--- config.mk ---
export PLATFORM = sky130hd
export DESIGN_NAME = hdmi_audio_sample_packer
export DESIGN_NICKNAME = d
export VERILOG_FILES = /design/src/rtl/hdmi_audio_pkg.sv /design/src/rtl/iec60958_channel_status.sv /design/src/rtl/hdmi_audio_sample_packer.sv
export SDC_FILE = /design/constraint.sdc
export NUM_CORES = 1
export LEC_CHECK = 0
export ABC_AREA = 1
export BUFFER_PORTS_ARGS = -buffer_cell sky130_fd_sc_hd__clkbuf_2
export CAP_MARGIN = 5
export CORE_ASPECT_RATIO = 1.2
export CORE_UTILIZATION = 53
export CTS_BUF_LIST = sky130_fd_sc_hd__clkbuf_4
export DETAILED_ROUTE_END_ITERATION = 8
export PLACE_DENSITY_LB_ADDON = 0.25
export SKIP_LAST_GASP = 1
export SLEW_MARGIN = 40
export SYNTH_ARGS = -nofsm -noshare
export SYNTH_HDL_FRONTEND = slang
export SYNTH_SLANG_ARGS = --single-unit
--- constraint.sdc ---
create_clock -name pixelClock -period 2 [get_ports pixelClock]
set_input_delay 0.4 -clock pixelClock [delete_from_list [all_inputs] [get_ports pixelClock]]
set_output_delay 0.4 -clock pixelClock [all_outputs]
set_load 0.01 [all_outputs]
--- src/rtl/hdmi_audio_pkg.sv ---
// Shared constants and types for the HDMI audio sample packet path:
// packet type, IEC 60958 frame length, subpacket flag positions, channel-status fields.
package hdmi_audio_pkg;

  localparam logic [7:0] PKT_TYPE_AUDIO_SAMPLE = 8'h02;
  localparam int         IEC_FRAMES            = 192;

  localparam int SP_WIDTH = 56;
  localparam int SP_COUNT = 4;

  // Per-subpacket status flags sit above the two 24-bit audio fields.
  localparam int SP_VL = 48;
  localparam int SP_UL = 49;
  localparam int SP_CL = 50;
  localparam int SP_PL = 51;
  localparam int SP_VR = 52;
  localparam int SP_UR = 53;
  localparam int SP_CR = 54;
  localparam int SP_PR = 55;

  localparam int CS_CATEGORY_LSB = 8;
  localparam int CS_CHANNEL_LSB  = 20;
  localparam int CS_FREQ_LSB     = 24;
  localparam int CS_WLEN_LSB     = 32;

  localparam logic [3:0] CS_CHAN_LEFT  = 4'd1;
  localparam logic [3:0] CS_CHAN_RIGHT = 4'd2;

  typedef enum logic [1:0] {
    ST_COLLECT,
    ST_READ,
    ST_PRESENT
  } packer_state_e;

  // Even parity: P makes the total number of ones over audio, V, U, C and P even.
  function automatic logic even_parity(input logic [23:0] audio, input logic v,
                                       input logic u, input logic c);
    return ^{audio, v, u, c};
  endfunction

endpackage

--- src/rtl/iec60958_channel_status.sv ---
// Combinational lookup of one IEC 60958 channel-status bit for a given frame and channel.
module iec60958_channel_status
  import hdmi_audio_pkg::*;
(
  input  logic [7:0] frame_index_i,
  input  logic       channel_i,
  input  logic [7:0] category_i,
  input  logic [3:0] sampling_freq_i,
  input  logic [3:0] word_length_i,
  output logic       c_bit_o
);

  logic [3:0] chan_num;
  logic [7:0] rel_cat;
  logic [7:0] rel_chan;
  logic [7:0] rel_freq;
  logic [7:0] rel_wlen;

  always_comb begin
    chan_num = channel_i ? CS_CHAN_RIGHT : CS_CHAN_LEFT;
    rel_cat  = frame_index_i - 8'(CS_CATEGORY_LSB);
    rel_chan = frame_index_i - 8'(CS_CHANNEL_LSB);
    rel_freq = frame_index_i - 8'(CS_FREQ_LSB);
    rel_wlen = frame_index_i - 8'(CS_WLEN_LSB);
    c_bit_o  = 1'b0;
    // Unsigned wrap-around makes "rel < width" a full range test.
    if (rel_cat < 8'd8) begin
      c_bit_o = category_i[rel_cat[2:0]];
    end else if (rel_chan < 8'd4) begin
      c_bit_o = chan_num[rel_chan[1:0]];
    end else if (rel_freq < 8'd4) begin
      c_bit_o = sampling_freq_i[rel_freq[1:0]];
    end else if (rel_wlen < 8'd4) begin
      c_bit_o = word_length_i[rel_wlen[1:0]];
    end
  end

endmodule

--- src/rtl/hdmi_audio_sample_packer.sv ---
// Pops stereo PCM words from the audio FIFO and assembles HDMI Audio Sample Packets
// (layout 0, up to four subpackets) with IEC 60958 status bits for the island scheduler.
module hdmi_audio_sample_packer
  import hdmi_audio_pkg::*;
#(
  parameter int SAMPLE_WIDTH = 16
) (
  input  logic                      pixelClock,
  input  logic                      resetN,
  input  logic                      sampleFifoEmpty,
  input  logic [2*SAMPLE_WIDTH-1:0] sampleFifoReadData,
  output logic                      sampleFifoReadEnable,
  input  logic                      flush,
  input  logic [7:0]                spdifCategoryCode,
  input  logic [3:0]                spdifSamplingFreq,
  input  logic [3:0]                spdifWordLength,
  output logic                      packetValid,
  input  logic                      packetReady,
  output logic [23:0]               packetHeader,
  output logic [223:0]              packetBody
);

  localparam int SHIFT = 24 - SAMPLE_WIDTH;

  packer_state_e state_q, state_d;
  logic [2:0]    count_q, count_d;
  logic [7:0]    frame_idx_q, frame_idx_d;
  logic          flush_pend_q, flush_pend_d;
  logic [SP_COUNT-1:0][SP_WIDTH-1:0] slot_q, slot_d;
  logic [SP_COUNT-1:0] b_flag_q, b_flag_d;
  logic          valid_q, valid_d;
  logic [23:0]   header_q, header_d;
  logic [223:0]  body_q, body_d;

  logic          pop;
  logic          handshake;
  logic [23:0]   left_aud;
  logic [23:0]   right_aud;
  logic [1:0]    cs_bit;
  logic [SP_WIDTH-1:0] new_sp;
  logic [3:0]    present_mask;

  // Gated by resetN so the pop request is low while reset is held.
  assign pop = resetN && (state_q == ST_COLLECT) && !sampleFifoEmpty &&
               (count_q < 3'd4) && !flush_pend_q;
  assign handshake = valid_q && packetReady;

  assign left_aud  = 24'(sampleFifoReadData[2*SAMPLE_WIDTH-1 -: SAMPLE_WIDTH]) << SHIFT;
  assign right_aud = 24'(sampleFifoReadData[SAMPLE_WIDTH-1:0]) << SHIFT;

  for (genvar gi = 0; gi < 2; gi++) begin : g_cs
    iec60958_channel_status u_cs (
      .frame_index_i   (frame_idx_q),
      .channel_i       (1'(gi)),
      .category_i      (spdifCategoryCode),
      .sampling_freq_i (spdifSamplingFreq),
      .word_length_i   (spdifWordLength),
      .c_bit_o         (cs_bit[gi])
    );
  end

  always_comb begin
    new_sp        = '0;
    new_sp[23:0]  = left_aud;
    new_sp[47:24] = right_aud;
    new_sp[SP_VL] = 1'b0;
    new_sp[SP_UL] = 1'b0;
    new_sp[SP_CL] = cs_bit[0];
    new_sp[SP_PL] = even_parity(left_aud, 1'b0, 1'b0, cs_bit[0]);
    new_sp[SP_VR] = 1'b0;
    new_sp[SP_UR] = 1'b0;
    new_sp[SP_CR] = cs_bit[1];
    new_sp[SP_PR] = even_parity(right_aud, 1'b0, 1'b0, cs_bit[1]);
  end

  always_comb begin
    state_d      = state_q;
    count_d      = count_q;
    frame_idx_d  = frame_idx_q;
    flush_pend_d = flush_pend_q;
    slot_d       = slot_q;
    b_flag_d     = b_flag_q;
    valid_d      = valid_q;
    header_d     = header_q;
    body_d       = body_q;
    present_mask = 4'h0;

    case (state_q)
      ST_COLLECT: begin
        if (flush && (count_q != 3'd0 || pop)) begin
          flush_pend_d = 1'b1;
        end
        if (pop) begin
          state_d = ST_READ;
        end else if (flush_pend_q && count_q != 3'd0) begin
          state_d = ST_PRESENT;
        end
      end
      ST_READ: begin
        if (flush) begin
          flush_pend_d = 1'b1;
        end
        slot_d[count_q[1:0]]   = new_sp;
        b_flag_d[count_q[1:0]] = (frame_idx_q == 8'd0);
        count_d     = count_q + 3'd1;
        frame_idx_d = (frame_idx_q == 8'(IEC_FRAMES - 1)) ? 8'd0 : frame_idx_q + 8'd1;
        if (count_d == 3'd4 || flush_pend_q) begin
          state_d = ST_PRESENT;
        end else begin
          state_d = ST_COLLECT;
        end
      end
      ST_PRESENT: begin
        if (handshake) begin
          state_d      = ST_COLLECT;
          count_d      = 3'd0;
          slot_d       = '0;
          b_flag_d     = '0;
          flush_pend_d = 1'b0;
          valid_d      = 1'b0;
          header_d     = '0;
          body_d       = '0;
        end
      end
      default: state_d = ST_COLLECT;
    endcase

    // Snapshot the packet on entry to PRESENT so outputs hold until the handshake.
    if (state_d == ST_PRESENT && state_q != ST_PRESENT) begin
      present_mask = 4'((5'd1 << count_d) - 5'd1);
      flush_pend_d = 1'b0;
      valid_d      = 1'b1;
      header_d     = {b_flag_d, 4'h0, 4'h0, present_mask, PKT_TYPE_AUDIO_SAMPLE};
      body_d       = slot_d;
    end
  end

  always_ff @(posedge pixelClock or negedge resetN) begin
    if (!resetN) begin
      state_q      <= ST_COLLECT;
      count_q      <= 3'd0;
      frame_idx_q  <= 8'd0;
      flush_pend_q <= 1'b0;
      slot_q       <= '0;
      b_flag_q     <= '0;
      valid_q      <= 1'b0;
      header_q     <= '0;
      body_q       <= '0;
    end else begin
      state_q      <= state_d;
      count_q      <= count_d;
      frame_idx_q  <= frame_idx_d;
      flush_pend_q <= flush_pend_d;
      slot_q       <= slot_d;
      b_flag_q     <= b_flag_d;
      valid_q      <= valid_d;
      header_q     <= header_d;
      body_q       <= body_d;
    end
  end

  assign sampleFifoReadEnable = pop;
  assign packetValid          = valid_q;
  assign packetHeader         = header_q;
  assign packetBody           = body_q;

endmodule

==> Yosys cells after proc, flatten, opt, wreduce, memory -nomap -nowiden <==
Cells that the tools add are included.
{ "word_totals": {"ff_bits": 491, "input_bits": 53, "output_inout_bits": 250, "word_cells": 110} }
{ "op_classes": {"n_addsub": 7, "order_cmp": 11, "n_eq_ne": 9, "shift": 1, "mux": 47, "reduce_logical": 23} }
{ "op_table": {"columns": ["cell", "count"], "rows": [
  ["224-bit two-way mux", 4],
  ["224-bit case mux with 2 select lines", 1],
  ["224-bit bitwise mux", 1],
  ["56-bit demux with 2-bit select", 1],
  ["24-bit two-way mux", 3],
  ["56-bit two-way mux", 1],
  ["27-bit parity", 2],
  ["8-bit by 3-bit less-than comparator with 1-bit output (second input constant)", 3],
  ["1-bit two-way mux", 18],
  ["8-bit by 5-bit subtractor with 8-bit output (second input constant)", 2],
  ["2-bit by 3-bit less-than comparator with 1-bit output (second input constant)", 4],
  ["1-bit logical AND", 9],
  ["8-bit by 1-bit adder with 8-bit output (second input constant)", 1],
  ["1-bit binary-select mux with 2-bit select", 4],
  ["8-bit equality test (second input constant)", 1],
  ["8-bit zero test", 1],
  ["8-bit by 4-bit less-than comparator with 1-bit output (second input constant)", 1],
  ["2-bit two-way mux", 4],
  ["8-bit two-way mux", 1],
  ["4-bit case mux with 2 select lines", 1],
  ["8-bit by 4-bit subtractor with 8-bit output (second input constant)", 1],
  ["8-bit by 6-bit subtractor with 8-bit output (second input constant)", 1],
  ["3-bit != test (second input constant)", 2],
  ["2-bit case mux with 3 select lines", 1],
  ["26 further kinds", 30]
]} }

==> Depth between registers and ports, before layout <==
{ "depth": {"ltp_word": 11, "ltp_mapped": 18, "depth_no_buf": 18} }

==> Cells and area by module <==
From an unflattened synthesis, not the netlist that was laid out.
{ "hier_totals": {"hier_cells": 2198, "area_unflattened_um2": 19845.3} }
{ "by_module_without_submodules": {"columns": ["module", "instances", "cells_per_inst", "area_each_um2", "seq_area_each_um2"], "rows": [
  ["hdmi_audio_sample_packer", 1, 2010, 18974.4, 11886.4],
  ["iec60958_channel_status", 2, 94, 435.4, 0.0]
]} }

==> Worst setup path before layout <==
OpenSTA, ideal clock, no wires.
{ "synth_timing": {"kind": "register to register", "startpoint": "register state_q[1]", "endpoint": "register body_q[131], in the netlist packetBody[131]", "setup_time_ns": 0.121, "arrival_ns": 1.921, "required_ns": 1.879, "path_slack_ns": -0.042, "path_stages_with_launch": 13, "path_buffers": 2, "period_less_slack_ns": 2.042, "path_cell_list": "dfrtp_1 inv_1 ha_1 inv_2 nor4_4 o21ai_1 nand2_1 a21oi_2 nand3_2 inv_2 buf_4 buf_2 a22o_1"} }
{ "synth_between": {"elab_chain_len": 11, "elab_cells_between_ends": 19, "cone_classes": "eq/ne (4); mux (6); reduce/logical (9)"} }
{ "synth_lines": {"columns": ["item", "line_no", "text"], "rows": [
  ["start: declaration", "hdmi_audio_sample_packer.sv:25", "packer_state_e state_q, state_d;"],
  ["start signal: assignment", "hdmi_audio_sample_packer.sv:150", "state_q <= state_d;"],
  ["2-bit zero test *", "hdmi_audio_sample_packer.sv:44", "assign pop = resetN && (state_q == ST_COLLECT) && !sampleFifoEmpty &&"],
  ["1-bit logical AND * (3 in series)", "hdmi_audio_sample_packer.sv:44", null],
  ["1-bit logical AND *", "hdmi_audio_sample_packer.sv:45", "(count_q < 3'd4) && !flush_pend_q;"],
  ["via sampleFifoReadEnable", "hdmi_audio_sample_packer.sv:12", "output logic sampleFifoReadEnable,"],
  ["2-bit two-way mux *", "hdmi_audio_sample_packer.sv:93", "if (pop) begin"],
  ["2-bit case mux with 3 select lines *", "hdmi_audio_sample_packer.sv:88", "case (state_q)"],
  ["via state_d[1]", "hdmi_audio_sample_packer.sv:25", null],
  ["2-bit equality test *", "hdmi_audio_sample_packer.sv:129", "if (state_d == ST_PRESENT && state_q != ST_PRESENT) begin"],
  ["1-bit logical AND *", "hdmi_audio_sample_packer.sv:129", null],
  ["2-bit nonzero test (no source line)", null, null],
  ["2-bit AND reduction (no source line)", null, null],
  ["end signal: assignment", "hdmi_audio_sample_packer.sv:158", "body_q <= body_d;"],
  ["end: declaration", "hdmi_audio_sample_packer.sv:33", "logic [223:0] body_q, body_d;"]
]} }
Mark *: on every way through the listed nets, which the timed path passes. The rest lies on a longest branch.
A chain may end at the register's enable or synchronous reset.

==> Worst setup path in the final report <==
{ "layout_timing": {"startpoint": "register state_q[1]", "endpoint": "register body_q[100], in the netlist packetBody[100]"} }
{ "layout_between": {"elab_chain_len": 11, "elab_cells_between_ends": 19, "cone_classes": "eq/ne (4); mux (6); reduce/logical (9)"} }
{ "layout_lines": {"columns": ["item", "line_no"], "rows": [
  ["2-bit zero test", "hdmi_audio_sample_packer.sv:44, hdmi_audio_sample_packer.sv:88"],
  ["1-bit logical AND (3 in series)", "hdmi_audio_sample_packer.sv:44"],
  ["1-bit logical AND", "hdmi_audio_sample_packer.sv:45"],
  ["2-bit two-way mux", "hdmi_audio_sample_packer.sv:93"],
  ["2-bit case mux with 3 select lines *", "hdmi_audio_sample_packer.sv:88"],
  ["via state_d[1]", "hdmi_audio_sample_packer.sv:25"],
  ["2-bit equality test *", "hdmi_audio_sample_packer.sv:129"],
  ["1-bit logical AND *", "hdmi_audio_sample_packer.sv:129"],
  ["2-bit nonzero test (no source line)", null],
  ["2-bit AND reduction (no source line)", null]
]} }
Marked as above.

==> results.tsv <==
metric	value	unit
Synth top area share	0.642	
data arrival time of the critical path	3.08	ns
Final Hold Viols	0	
dpl cell area	0.0210	mm2
core area	0.0343	mm2
crit start category	flop	
gr usage total	0.322	
post-detail-place hpwl	32200	um
Core Util, Final	0.755	
Worst Path Max Fanout	7	
multi-input logic area	0.00665	mm2
post-synthesis register bit count	475	
final hold slack	0.0126	ns
Area Overhead vs Synth	39.8	%
placed cell count	2566	
reg2reg end	packetBody[100]	
vias per cell	5.59	
part of the cycle the worst path needs	1.20	
leading area contributor after synthesis	dfrtp_1	
Pre-Repair DR Iteration Count	6	
Worst EP required	2.68	ns
DRT Wirelength	62000	um
most common cell in the netlist	nand2_1	
pwr dens	1670	mW/mm2
Initial Util	0.540	
HP Class	input pin to flop	
fmax	417	MHz
clk_lat worst skew	0.81	ns
vias in the first global route	16095	
Sum Neg Setup Slack	-71.71	ns
DRT iter0 DRCs	1262	
setup slack after layout	-0.396	ns
gpl congestion	0.881	
Crit Path Category	flop to flop	
CP endpoint kind	flop	
largest net degree at the start of global routing	130	
max_cap viols	0	
Max IR drop VDD	0.974	mV
CTS clk-pin slew, worst paths	0.08	ns
initial antenna violation count	4	
Detail Route Antenna Nets	0	
Die Wd	173	um
clock sink count	475	
Mapped Area	0.0185	mm2
global route overflow	0	
first-pass GRT wire length	88400	um
Synth cell types	34	
share of layout cells above drive strength 1	0.377	
Via Count	16049	
Root Buffer	clkbuf_4	
final net count	2416	
Avg Cell Area, Syn	10.2	um2
Synth Warn #	0	
Finished Layout Cells	2869	
CTS tree	yes	
TritonCTS Buffers	113	
cell row count	74	
chip height	207	um
number of synthesized flops with an enable pin	0	
register area share after synthesis	0.642	
post-layout min period	2.40	ns
main flop type after synthesis	dfrtp_1	
PortBufs	287	
Final Skew	0.0478	ns
Critical Path Sink	packetBody[100]	
Synth async-reset ratio	1.00	
top cell types by occurrence after synthesis	553 x nand2_1, 475 x dfrtp_1, 207 x o21ai_0	
Residual DRC	0	
failing checks	setup timing	
WL per Instance	21.6	um
CP startpoint	state_q[1]	
worst-case clock buffer depth	3	
die area	0.0357	mm2
Slew HR	0.478	
Static Leak	14.1	nW
FF-to-FF path depth	15	
Finished Cell Area	0.0259	mm2
Post-Synthesis Cells	1814	
RSZ-0062 raised after global routing	yes	
Reg2Reg Launch Point	state_q[1]	
status	finished, violations left	
slew at the pin with the worst max-slew slack	0.783	ns
H-tree depth	3	
register area	0.0119	mm2
PnR Total Power	43.2	mW
Slew Limit Fails	0	
post-place setup slack	-0.165	ns
Fillers	2173	
top area cells in the synthesized netlist	dfrtp_1 64%, nand2_1 11%, a22o_1 6.3%	
Setup violations, final	265	
Ports	303	
setup slack, reg-to-reg	-0.40	ns
[cells by family (layout without fill, tap and decap cells)]
| kind of cell | count (synthesis) | count (layout) | synth area share |
|---|---|---|---|
| adders and majority gates | 18 | 18 | 0.0122 |
| other | 1 | 19 | 0.000203 |
| and+or+nand+nor | 648 | 653 | 0.138 |
| buffers and inverters | 262 | 838 | 0.0662 |
| DFF | 475 | 475 | 0.642 |
| AOI/OAI and AO/OA | 399 | 399 | 0.136 |
| xor gates and xnor gates | 11 | 11 | 0.00521 |
[worst min path at each step]
stage	to	depth (start not counted)	start	slack [ns]
final	slot_q[183]	3	sampleFifoReadData[23]	0.01
after CTS	slot_q[122]	3	sampleFifoReadData[18]	0.005
after global routing	slot_q[122]	3	sampleFifoReadData[18]	-0.01
after global placement	packetBody[17]	2	resetN	0.36
after floorplan	b_flag_q[0]	0	resetN	0.10
after detailed placement	packetBody[17]	2	resetN	0.36
[power by group]
| part | total, mW | internal [mW] | switching (mW) |
|---|---|---|---|
| sequential | 11.6 | 10.8 | 0.781 |
| combinational | 23.9 | 11.2 | 12.7 |
| clock | 7.71 | 3.85 | 3.86 |
| total | 43.2 | 25.9 | 17.3 |
[sequential cells by signal, indices dropped and copies added, names as in the netlist]
name	count
packetBody	224
b_flag_q	4
frame_idx_q	8
count_q	3
slot_q	224
flush_pend_q	1
state_q	2
packetHeader	9
[final cells by class]
cell class,instances,area share
diodes,4,0.000387
clock buffers,158,0.0459
clock inverters,21,0.00571
inverters,153,0.0238
multi-input cells,1096,0.257
flip-flops and latches,475,0.459
well taps,456,0.0221
repair buffers,503,0.184
repair inverters,3,0.00184
[timing repair]
action,4_1_cts,5_1_grt
setup buffers,47,12
hold endpoints to repair,392,1
hold buffers,18,1
resized for setup,286,242
pin swaps,28,37
cloned,46,18
endpoints found under the setup margin,254,423
[worst max-delay path, cell delays in order, from the launching register on]
cell       delay [ns]
dfrtp_1          0.42
inv_2            0.09
ha_4             0.15
inv_4            0.04
nor4_4           0.23
buf_4            0.17
o21ai_2          0.05
nand2_1          0.08
a21oi_2          0.07
buf_4            0.15
nand3_4          0.13
buf_12           0.15
buf_12           0.13
inv_16           0.05
clkbuf_16        0.16
a22o_1           0.22
[layer usage]
layer	routed length [um]	share of wire	global-route usage
met1	23100	0.37	0.394
met2	30700	0.49	0.531
met3	5020	0.081	0.0863
met4	3240	0.052	0.165
met5	11	0.00018	0
[cell usage in the layout (no fill, tap or decap), types with 39 or more instances in the layout]
cell type / instances
o21ai_2: 56
nand2_4: 64
nand2_2: 77
dfrtp_1: 475
o21ai_1: 69
clkbuf_2: 285
o21ai_0: 111
nand2_1: 415
inv_1: 133
clkbuf_4: 158
buf_4: 79
a22o_1: 133
nor2_1: 39
buf_12: 40
No activity file was read; power rests on OpenSTA's default activity.
